**src/rtl/prog_fetch16.sv**
```systemverilog
// Instruction fetch unit: a small loadable program memory plus an IDLE/RUN/DONE sequencer
// that presents one 16-bit word per consume (irie) to a core and stops on HALT or last address.
module prog_fetch16 #(
    parameter int unsigned ADDR_W  = 4,
    parameter logic [5:0]  HALT_OP = 6'b111111
) (
    input  logic              clk,
    input  logic              rst,
    input  logic              wr_en,
    input  logic [ADDR_W-1:0] wr_addr,
    input  logic [15:0]       wr_data,
    input  logic              start,
    input  logic              irie,
    output logic [15:0]       inst,
    output logic [ADDR_W-1:0] pc,
    output logic              running,
    output logic              done,
    output logic [7:0]        icnt,
    output logic              wr_err
);

    localparam int unsigned       Depth = 2 ** ADDR_W;
    localparam logic [ADDR_W-1:0] PcMax = '1;
    localparam logic [ADDR_W-1:0] PcOne = ADDR_W'(1);

    typedef enum logic [1:0] {
        StIdle = 2'b00,
        StRun  = 2'b01,
        StDone = 2'b10
    } state_e;

    state_e            state_q, state_d;
    logic [ADDR_W-1:0] pc_q, pc_d;
    logic [7:0]        icnt_q, icnt_d;
    logic              wr_err_q;
    logic [15:0]       mem [Depth];
    logic              load_ok;
    logic              is_halt;

    assign load_ok = (state_q == StIdle) || (state_q == StDone);
    assign inst    = (state_q == StRun) ? mem[pc_q] : 16'h0000;
    assign is_halt = (inst[15:10] == HALT_OP);

    always_comb begin
        state_d = state_q;
        pc_d    = pc_q;
        icnt_d  = icnt_q;
        case (state_q)
            StIdle, StDone: begin
                if (start) begin
                    state_d = StRun;
                    pc_d    = '0;
                    icnt_d  = '0;
                end
            end
            StRun: begin
                if (irie) begin
                    if (icnt_q != 8'hFF) icnt_d = icnt_q + 8'd1;
                    // pc freezes on the final consume so done reports the last address
                    if (is_halt || (pc_q == PcMax)) state_d = StDone;
                    else pc_d = pc_q + PcOne;
                end
            end
            default: state_d = StIdle;
        endcase
    end

    always_ff @(posedge clk) begin
        if (rst) begin
            state_q  <= StIdle;
            pc_q     <= '0;
            icnt_q   <= '0;
            wr_err_q <= 1'b0;
        end else begin
            state_q  <= state_d;
            pc_q     <= pc_d;
            icnt_q   <= icnt_d;
            wr_err_q <= wr_en && !load_ok;
        end
    end

    // Memory has no reset so the program survives an abort.
    always_ff @(posedge clk) begin
        if (!rst && wr_en && load_ok) mem[wr_addr] <= wr_data;
    end

    assign pc      = pc_q;
    assign running = (state_q == StRun);
    assign done    = (state_q == StDone);
    assign icnt    = icnt_q;
    assign wr_err  = wr_err_q;

endmodule

```
**config.mk**
```make
export PLATFORM = sky130hd
export DESIGN_NAME = prog_fetch16
export DESIGN_NICKNAME = d
export VERILOG_FILES = /design/src/rtl/prog_fetch16.sv
export SDC_FILE = /design/constraint.sdc
export NUM_CORES = 1
export LEC_CHECK = 0
export ABC_AREA = 1
export BUFFER_PORTS_ARGS = -buffer_cell sky130_fd_sc_hd__buf_4
export CAP_MARGIN = 20
export CORE_MARGIN = 5
export CORE_UTILIZATION = 35
export DETAILED_ROUTE_END_ITERATION = 12
export GPL_TIMING_DRIVEN = 0
export HOLD_SLACK_MARGIN = 0.08
export PLACE_DENSITY_LB_ADDON = 0.05
export SETUP_SLACK_MARGIN = 0.05
export SYNTH_ARGS = -nofsm -noshare
export SYNTH_HDL_FRONTEND = slang
export SYNTH_SLANG_ARGS = --single-unit
```
**constraint.sdc**
```tcl
create_clock -name clk -period 2.4 [get_ports clk]
set_clock_uncertainty 0.1 [all_clocks]
set_input_delay 0.48 -clock clk [delete_from_list [all_inputs] [get_ports clk]]
set_output_delay 0.48 -clock clk [all_outputs]
set_load 0.05 [all_outputs]
```
==> flow_metrics.env <==
export IMPL_outcome="complete, but fails checks"
export IMPL_violations="negative setup slack"
export IMPL_arrival_ps=2430
export IMPL_cp_max_fo=5
export IMPL_p_switching_uw=2580
export IMPL_rsz0062_at_grt="yes"
export IMPL_vias=7634
export IMPL_antenna_cells=0
export IMPL_die_h_um=189
export IMPL_cts_sinks=275
export IMPL_endpoint_kind="primary output"
export IMPL_drt_pass1_iter_count=5
export IMPL_ff2ff_path_depth=3
export IMPL_io_pins=56
export IMPL_viasPerCell=5.10
export IMPL_h_tree_depth=1
export IMPL_grt_max_degree=17
export IMPL_hold_violations=0
export IMPL_synth_cell_area_um2=11200
export IMPL_period_needed_ps=3010
export IMPL_hpwl_um=22100
export IMPL_grt_pass1_vias=7631
export IMPL_p_sw_frac=0.241
export IMPL_clock_root_buffer="clkbuf_16"
export IMPL_avgSynthCellArea_um2=11.8
export IMPL_nNetsFinal=1097
export IMPL_whs_path_depth=1
export IMPL_synth_largest_area_cell="edfxtp_1"
export IMPL_p_per_area_nw_per_um2=732
export IMPL_cts_made_buffers=31
export IMPL_synth_ff_latch_count=275
export IMPL_r2r_end="mem[5][10]"
export IMPL_utilization=0.463
export IMPL_ir_worst_vdd_v=0.000549
export IMPL_antenna_found_initial=0
export IMPL_io_buffers=55
export IMPL_initial_core_util=0.354
export IMPL_combPwrFrac=0.099
export IMPL_area_growth_syn_to_layout_pct=30.7
export IMPL_cp_start_kind="flop"
export IMPL_clkTransAtPathRegs_ps=60
export IMPL_cts_tree="done"
export IMPL_drv_slew=0
export IMPL_internal_power_uw=8120
export IMPL_worstHoldPathType="input port to flop"
export IMPL_slew_headroom=0.435
export IMPL_grt_pass1_wl_um=50800
export IMPL_synth_area_leaders="edfxtp_1 (69%), nand2_1 (5.6%), nor2_1 (3.9%), nand3_1 (3.8%), o21ai_0 (3.8%)"
export IMPL_synth_warnings=0
export IMPL_setup_viol=16
export IMPL_reg2reg_setup_slack_ps=100
export IMPL_fin_ws_ps=-614
export IMPL_avgRoutedWirePerCell_um=23.5
export IMPL_hold_path_startpoint="wr_data[0]"
export IMPL_maxClockFrequency_mhz=332
export IMPL_crit_type="flop to primary output"
export IMPL_die_width_um=189
export IMPL_min_delay_worst_endpoint="mem[0][0]"
export IMPL_synthesis_nets=976
export IMPL_cap_violations=0
export IMPL_layout_drive_gt1_share=0.266
export IMPL_gp_congestion=0.776
export IMPL_power_total_uw=10700
export IMPL_clk_latency_ps=570
export IMPL_grt_overflow=0
export IMPL_synth_cells=949
export IMPL_fin_crit_sh=1.26
export IMPL_wirelength_um=35100
export IMPL_cts_buffer_depth=3
export IMPL_yosysUniqueCellTypes=30
export IMPL_row_count=65
export IMPL_postRouteAntennaNets=0
export IMPL_power_frac_clock=0.407
export IMPL_ys_seq_area_frac=0.722
export IMPL_die_area_um2=35600
export IMPL_pre_cts_slack_ps=-920
export IMPL_drtIter0Drc=564
export IMPL_worstMarginPinSlew_ps=845
export IMPL_post_route_drc_count=0
export IMPL_r2r_start="state_q[0]"
export IMPL_yosysTopAreaCellShare=0.688
export IMPL_core_area_um2=31600
export IMPL_crit_required_ps=1820
export IMPL_gr_usage_all_layers=0.192
export IMPL_seq_power_share=0.494
export IMPL_p_leak_uw=0.00530
==> critical path, stage by stage, from the launching register on <==
cell and delay, ps:
dfxtp_4 400, inv_4 40, buf_8 140, buf_12 140
clkbuf_16 160, o21ai_2 100, o22ai_1 100, o211ai_1 480
a21oi_2 130, buf_6 180
==> synth_stat cells (all sizes together) <==
cell,number
dfxtp,19
o21a,2
nor3,2
nand4,1
inv,73
a31oi,1
o221ai,31
ha,2
buf,20
o22ai,9
clkbuf,32
nand3,84
nand2,171
a21oi,25
edfxtp,256
o21ai,85
nor2,119
xnor2,1
o211ai,9
a211oi,2
xor2,3
or2,2
==> cell type report <==
type	instances	area (um^2)
buffer	51	688
clock buffer	40	810
clock inverter	17	114
fill	2899	16900
inverter	73	294
multi-input combinational	549	3120
sequential	275	8080
tap	402	503
timing repair buffer	89	1000
==> how the worst max path moves through the flow <==
stage | start | to | slack, ps | depth (start not counted)
global route | flop | inst[7] | -670 | 9
floorplan | state_q[0] | inst[10] | -230 | 5
detailed placement | flop | inst[7] | -920 | 8
finish | flop | inst[6] | -610 | 9
CTS | flop | inst[7] | -600 | 8
global placement | rst | mem[5][6] | -1140 | 4
==> state kept, by name, indices dropped and copies added, names as in the netlist, named ones only <==
signal   count
mem        256
icnt         8
state_q      2
pc           4
wr_err       1
==> power groups by stage <==
stage               logic [uW]  clock network (uW)  registers [uW]
floorplan                  435                   0            5400
CTS                        976                4440            5290
global route              1120                4650            5290
global placement           814                   0            5390
detailed placement         829                   0            5390
finish                    1060                4350            5290
==> cells by family after synthesis <==
group / count (synthesis) / share of synthesized area
fa+ha+maj: 2 / 0.00224
flops: 275 / 0.722
compound gates: 164 / 0.0889
xor+xnor: 4 / 0.00313
buf+inv: 125 / 0.0450
simple gates: 379 / 0.139
==> per-layer routing <==
layer  part of all wire  wire (um)  track usage  vias up
li1                   -          -            -     3612
met1               0.44      15600        0.258     3782
met2               0.49      17400        0.334      186
met3              0.039       1390       0.0228       54
met4              0.022        776       0.0457        0
met5                  0          0            0        -
==> what timing repair did <==
item | 4_1_cts | 5_1_grt
gates cloned | 0 | 3
pin swaps | 34 | 44
setup endpoints to repair | 26 | 110
endpoints found under the hold margin | 1 | 0
gates resized for setup | 178 | 93
buffers inserted | 7 | 8
hold buffers | 1 | 0
==> stage by stage <==
stage               std cells  TNS (ps)  hold slack (ps)  instance area (um^2)
floorplan                 949     -1050              394                 11200
global placement         1406   -253870              377                 12100
detailed placement       1421    -21350              379                 12500
CTS                      1485     -7250              110                 14100
global route             1496     -8740              125                 14600
finish                   1496     -7100              124                 14600
==> layout by cell type (no fill, tap or decap), types with 10 or more instances in the layout <==
master     netlist  layout
clkbuf_8         0      10
clkbuf_1        32      10
nor2_4           1      16
nor2_1         117      97
o221ai_1        31      24
nand3_2          0      27
buf_8            0      16
a21oi_2          0      18
dfxtp_1         19      15
buf_6            1      21
o21ai_0         84      73
edfxtp_1       256     256
nand2_1        168     157
clkbuf_16        0      39
inv_1           68      66
nand3_1         84      56
buf_4            3      53
Note: power is estimated with default switching activity, not from simulation.
